<file path="config.mk">
export PLATFORM = sky130hd
export DESIGN_NAME = ecg_window_buffer
export DESIGN_NICKNAME = d
export VERILOG_FILES = /design/src/rtl/ecg_window_buffer_pkg.sv /design/src/rtl/ecg_sample_quant.sv /design/src/rtl/ecg_window_buffer.sv
export SDC_FILE = /design/constraint.sdc
export NUM_CORES = 2
export LEC_CHECK = 0
export ABC_CLOCK_PERIOD_IN_PS = 2200
export CAP_MARGIN = 25
export CORE_AREA = 2 2 720 722
export DETAILED_ROUTE_END_ITERATION = 7
export DIE_AREA = 0 0 722 724
export SETUP_SLACK_MARGIN = 0.2
export SLEW_MARGIN = 20
export SYNTH_ARGS = -nofsm -noshare
export SYNTH_HDL_FRONTEND = slang
export SYNTH_SLANG_ARGS = --single-unit
</file>
<file path="constraint.sdc">
create_clock -name clk -period 2.2 [get_ports clk]
set_input_delay 0.55 -clock clk [delete_from_list [all_inputs] [get_ports clk]]
set_output_delay 0.55 -clock clk [all_outputs]
set_load 0.1 [all_outputs]
</file>
<file path="src/rtl/ecg_window_buffer_pkg.sv">
// ============================================================================
// Module : ecg_window_buffer_pkg
// Brief  : Shared defaults and window-controller state encoding.
// Rev    : 1.0  initial release
// ============================================================================
`default_nettype none

package ecg_window_buffer_pkg;

   localparam int NUM_TAPS_DEF = 75;
   localparam int DATA_W_DEF   = 24;
   localparam int IN_W_DEF     = 12;
   localparam int IN_SHIFT_DEF = 0;
   localparam int HOP_DEF      = 25;
   localparam int HOLD_CYC_DEF = 3;
   localparam int WIN_CNT_W    = 16;

   typedef enum logic [1:0] {
      ST_FILL = 2'd0,
      ST_RUN  = 2'd1,
      ST_HOLD = 2'd2
   } win_state_e;

endpackage

`default_nettype wire

</file>
<file path="src/rtl/ecg_sample_quant.sv">
// ============================================================================
// Module : ecg_sample_quant
// Brief  : Arithmetic pre-scale and sign extension of one sample to tap width.
// Rev    : 1.0  initial release
// ============================================================================
`default_nettype none

module ecg_sample_quant
   import ecg_window_buffer_pkg::*;
#(
   parameter int IN_W     = IN_W_DEF,
   parameter int DATA_W   = DATA_W_DEF,
   parameter int IN_SHIFT = IN_SHIFT_DEF
) (
   input  logic [IN_W-1:0]   in_sample,
   output logic [DATA_W-1:0] tap_value
);

   logic signed [IN_W-1:0] shifted;

   always_comb begin
      shifted   = $signed(in_sample) >>> IN_SHIFT;
      tap_value = {{(DATA_W-IN_W){shifted[IN_W-1]}}, shifted};
   end

endmodule

`default_nettype wire

</file>
<file path="src/rtl/ecg_window_buffer.sv">
// ============================================================================
// Module : ecg_window_buffer
// Brief  : Sliding sample window feeding the hidden-layer nodes; freezes the
//          window for the node latency and flags when node outputs are valid.
// Rev    : 1.0  initial release
// ============================================================================
`default_nettype none

module ecg_window_buffer
   import ecg_window_buffer_pkg::*;
#(
   parameter int NUM_TAPS = NUM_TAPS_DEF,
   parameter int DATA_W   = DATA_W_DEF,
   parameter int IN_W     = IN_W_DEF,
   parameter int IN_SHIFT = IN_SHIFT_DEF,
   parameter int HOP      = HOP_DEF,
   parameter int HOLD_CYC = HOLD_CYC_DEF
) (
   input  logic                       clk,
   input  logic                       reset,
   input  logic [IN_W-1:0]            in_sample,
   input  logic                       in_valid,
   output logic                       in_ready,
   output logic [NUM_TAPS*DATA_W-1:0] win_taps,
   output logic                       win_strobe,
   output logic                       node_valid,
   output logic [WIN_CNT_W-1:0]       win_count
);

   localparam int FILL_W = $clog2(NUM_TAPS + 1);
   localparam int HOP_W  = $clog2(HOP + 1);
   localparam int HOLD_W = $clog2(HOLD_CYC + 1);

   win_state_e            state_q, state_d;
   logic [FILL_W-1:0]     fill_cnt_q, fill_cnt_d;
   logic [HOP_W-1:0]      hop_cnt_q, hop_cnt_d;
   logic [HOLD_W-1:0]     hold_cnt_q, hold_cnt_d;
   logic                  win_strobe_q, win_strobe_d;
   logic                  node_valid_q, node_valid_d;
   logic [WIN_CNT_W-1:0]  win_count_q, win_count_d;
   logic [DATA_W-1:0]     taps_q [NUM_TAPS];
   logic [DATA_W-1:0]     taps_d [NUM_TAPS];
   logic [DATA_W-1:0]     new_tap;
   logic                  accept;
   logic                  start_hold;

   ecg_sample_quant #(
      .IN_W     (IN_W),
      .DATA_W   (DATA_W),
      .IN_SHIFT (IN_SHIFT)
   ) u_quant (
      .in_sample (in_sample),
      .tap_value (new_tap)
   );

   assign in_ready = ~reset & (state_q != ST_HOLD);
   assign accept   = in_valid & in_ready;

   always_comb begin
      state_d      = state_q;
      fill_cnt_d   = fill_cnt_q;
      hop_cnt_d    = hop_cnt_q;
      hold_cnt_d   = hold_cnt_q;
      win_count_d  = win_count_q;
      taps_d       = taps_q;
      win_strobe_d = 1'b0;
      node_valid_d = 1'b0;
      start_hold   = 1'b0;

      // Tap 0 holds the oldest sample; new samples enter at the top.
      if (accept) begin
         for (int i = 0; i < NUM_TAPS - 1; i++) begin
            taps_d[i] = taps_q[i+1];
         end
         taps_d[NUM_TAPS-1] = new_tap;
      end

      case (state_q)
         ST_FILL: begin
            if (accept) begin
               fill_cnt_d = fill_cnt_q + 1'b1;
               if (fill_cnt_q == FILL_W'(NUM_TAPS - 1)) begin
                  start_hold = 1'b1;
               end
            end
         end
         ST_RUN: begin
            if (accept) begin
               if (hop_cnt_q == HOP_W'(HOP - 1)) begin
                  hop_cnt_d  = '0;
                  start_hold = 1'b1;
               end else begin
                  hop_cnt_d = hop_cnt_q + 1'b1;
               end
            end
         end
         ST_HOLD: begin
            hold_cnt_d = hold_cnt_q - 1'b1;
            if (hold_cnt_q == HOLD_W'(1)) begin
               state_d      = ST_RUN;
               node_valid_d = 1'b1;
            end
         end
         default: state_d = ST_FILL;
      endcase

      if (start_hold) begin
         state_d      = ST_HOLD;
         hold_cnt_d   = HOLD_W'(HOLD_CYC);
         win_strobe_d = 1'b1;
         win_count_d  = win_count_q + 1'b1;
      end
   end

   always_ff @(posedge clk) begin
      if (reset) begin
         state_q      <= ST_FILL;
         fill_cnt_q   <= '0;
         hop_cnt_q    <= '0;
         hold_cnt_q   <= '0;
         win_strobe_q <= 1'b0;
         node_valid_q <= 1'b0;
         win_count_q  <= '0;
         taps_q       <= '{default: '0};
      end else begin
         state_q      <= state_d;
         fill_cnt_q   <= fill_cnt_d;
         hop_cnt_q    <= hop_cnt_d;
         hold_cnt_q   <= hold_cnt_d;
         win_strobe_q <= win_strobe_d;
         node_valid_q <= node_valid_d;
         win_count_q  <= win_count_d;
         taps_q       <= taps_d;
      end
   end

   for (genvar g = 0; g < NUM_TAPS; g++) begin : g_taps
      assign win_taps[g*DATA_W +: DATA_W] = taps_q[g];
   end

   assign win_strobe = win_strobe_q;
   assign node_valid = node_valid_q;
   assign win_count  = win_count_q;

endmodule

`default_nettype wire

</file>
==> run_results.csv <==
group,metric,value,unit
yosys,avgSynthCellArea,7.79,µm²
clock_tree,htree_levels,3,
placement,dp_hpwl,162000,µm
min_path,hold_end,"win_taps[1776]",
floorplan,die_w,722,µm
floorplan,initial_core_util,0.0753,
sta,finClkSkew,0.109,ns
outcome,status,"complete, but fails checks",
placement,detailedPlace.worstSlack,-0.643,ns
setup_path,critPathMaxFanout,7,
yosys,yosysWarnings,0,
setup_path,path_class,"reg -> out",
yosys,synth_nets,5002,
global_routing,grt.busiest_layer,"met2",
yosys,synth_ff_type,"dfxtp_1",
final_layout,fillCellCount,55900,
setup_path,r2r-start,"state_q[1]",
drt,via_per_inst,2.95,
flow_run,cap_violations,0,
setup_path,startpoint,"win_taps[35]",
power_and_ir_drop,ir_worst_vdd,0.000489,V
global_routing,grt_start_max_net_pins,57,
sta,finalCritPeriodShare,1.09,
yosys,synth_edf_count,0,
sta,relSlewSlack,0.649,
clock_tree,clk_latency,0.89,ns
placement,placed_area,69100,µm²
floorplan,dieArea,523000,µm²
drt,detail_route.wl_per_cell,17.4,µm
setup_path,cp.required,1.65,ns
min_path,min_path_cells,3,
yosys,synth_seq_cells,934,
setup_path,r2r-end,"win_count[15]",
power_and_ir_drop,cellLeakagePower,37.5,nW
yosys,synthTopCellsByCount,"1,811 x nand2_1, 934 x dfxtp_1, 903 x nand3_1, 900 x buf_4, 240 x clkbuf_1",
global_routing,met2_usage,0.137,
yosys,ys_async_sr_fraction,0,
drt,drt-total-wl,234000,µm
placement,dp.cells,12700,
final_layout,drive_gt1_frac,0.509,
placement,io_buffers,1833,
sta,timing.final.ws_setup,-0.195,ns
clock_tree,root_buffer,"clkbuf_16",
placement,gp_congestion,0.824,
floorplan,num_io_pins,1834,
sta,fmax,417,MHz
setup_path,cp.arrival,1.85,ns
sta,period_minus_slack,2.40,ns
clock_tree,path_clk_slew,0.06,ns
yosys,yosys-top-cells-area,"dfxtp_1 48%, nand2_1 18%, buf_4 17%",
clock_tree,numCtsBuffers,116,
floorplan,core,515000,µm²
global_routing,grt_pass1_vias,38300,
sta,setup_violations,92,
yosys,yosysSeqAreaShare,0.482,
final_layout,fin_area,88600,µm²
final_layout,area_delta_synth_final,128,%
sta,finalHoldViolations,0,
global_routing,grt_pass1_wl,312000,µm
sta,rsz0062_at_grt,"true",
setup_path,r2r_cells,6,
floorplan,die_y,724,µm
setup_path,critPathLaunchType,"register",
global_routing,grt_util_met1,0.101,
setup_path,critPathCaptureType,"output pin",
clock_tree,holdBufCountCts,0,
min_path,hp-class,"in -> reg",
clock_tree,cts_tree,"yes",
clock_tree,cts.sinks,934,
drt,num_vias,39800,
global_routing,grt_use_total,0.0833,
sta,worst_pin_slew,0.526,ns
yosys,synth.distinct_cells,43,
outcome,violations,"setup timing",
global_routing,overflow,0,
setup_path,r2r_slack,0.16,ns
yosys,synthesis.instances,4981,
drt,first_iter_violations,2856,
final_layout,nNetsFinal,6628,
yosys,synth_top_area_share,0.482,
drt,antenna_left,0,
drt,dr.pass1.iters,6,
min_path,min_from,"in_sample[0]",
drt,drc_errors,0,
global_routing,grtUsageMet3,0.0275,
global_routing,antenna_found_initial,15,
clock_tree,cts_max_path_buffers,4,
floorplan,rows,264,
yosys,synth.largest_area_cell,"dfxtp_1",
power_and_ir_drop,power_density,447,nW/µm²
yosys,synth_area,38800,µm²
yosys,yosysMostFrequentCell,"nand2_1",
sta,finalMaxSlewViolations,0,
final_layout,stdcell_count,13500,
[final cells by class]
class	instances	area, µm²	share of cell area
repair buffers	2715	43400	0.490
flip-flops and latches	934	20400	0.230
multi-input cells	2831	12200	0.138
well taps	6783	8490	0.0958
clock buffers	154	3310	0.0374
clock inverters	60	748	0.00845
inverters	9	41.3	0.000466
diodes	4	10.0	0.000113
[cells by family (layout without fill, tap and decap cells)]
| kind of cell | Yosys count | in the layout | share of synthesized area |
|---|---|---|---|
| buf+inv | 1216 | 2938 | 0.205 |
| xor+xnor | 9 | 9 | 0.00203 |
| other cells | 0 | 4 | 0 |
| compound gates | 40 | 40 | 0.00674 |
| mux | 2 | 2 | 0.000581 |
| fa+ha+maj | 6 | 6 | 0.00194 |
| simple gates | 2774 | 2774 | 0.301 |
| flops | 934 | 934 | 0.482 |
[how the worst max path moves through the flow]
stage               depth (start not counted)  slack [ns]            end
floorplan                                   3        0.15       in_ready
global route                                3       -0.29   win_taps[36]
CTS                                         3       -0.31   win_taps[41]
detailed placement                          9       -0.64  win_taps[145]
global placement                            9       -0.61  win_taps[145]
finish                                      3       -0.20   win_taps[37]
[metal layers]
| metal | part of all wire | vias to the layer above | routed length [µm] |
|---|---|---|---|
| met5 | 0.00021 | - | 49 |
| met4 | 0.042 | 4 | 9950 |
| met3 | 0.089 | 354 | 20900 |
| met2 | 0.48 | 1847 | 112000 |
| met1 | 0.39 | 19300 | 91800 |
| li1 | - | 18300 | - |
[per-stage QoR]
stage                util  hold WS, ns  setup TNS (ns)  power (mW)
floorplan               -        0.453               0        18.7
global placement    0.134        0.416         -317.11        19.6
detailed placement  0.134        0.426         -334.42        19.6
CTS                 0.169        0.161          -60.04        40.3
global route        0.172        0.220          -43.04        41.0
finish              0.172        0.279           -5.35        39.6
[critical path, stage by stage, from the launching register on]
cell	delay [ns]
dfxtp_4	0.36
buf_8	0.12
buf_16	0.15
buf_16	0.28
[power breakdown]
group | switching (mW) | internal, mW | leakage [nW] | total (mW)
Sequential | 0.0570 | 16.4 | 7.90 | 16.5
Clock | 8.61 | 12.1 | 1.99 | 20.7
Combinational | 1.69 | 0.686 | 27.6 | 2.37
Total | 10.4 | 29.3 | 37.5 | 39.6
[layout by cell type (no fill, tap or decap), types with 13 or more instances in the layout]
cell type / instances
buf_12: 1552
buf_16: 167
buf_4: 932
buf_6: 38
bufinv_16: 13
clkbuf_1: 14
clkbuf_16: 118
clkbuf_8: 22
clkdlybuf4s50_1: 14
clkinv_2: 23
dfxtp_1: 434
dfxtp_2: 82
dfxtp_4: 418
nand2_1: 1810
nand3_1: 903
nor2_1: 14
[sequential cells by signal, summed over array words and instances (netlist names)]
name	count
fill_cnt_q	7
hold_cnt_q	2
hop_cnt_q	5
node_valid	1
state_q	2
win_count	16
win_strobe	1
win_taps	900
[what timing repair did]
item                                     CTS  global route
setup buffers                            502            40
resized for setup                       2365           320
endpoints found under the setup margin  1825          1816
pin swaps                                  1             3
gates cloned                              43             0
Power figures use the tool's default switching activity.
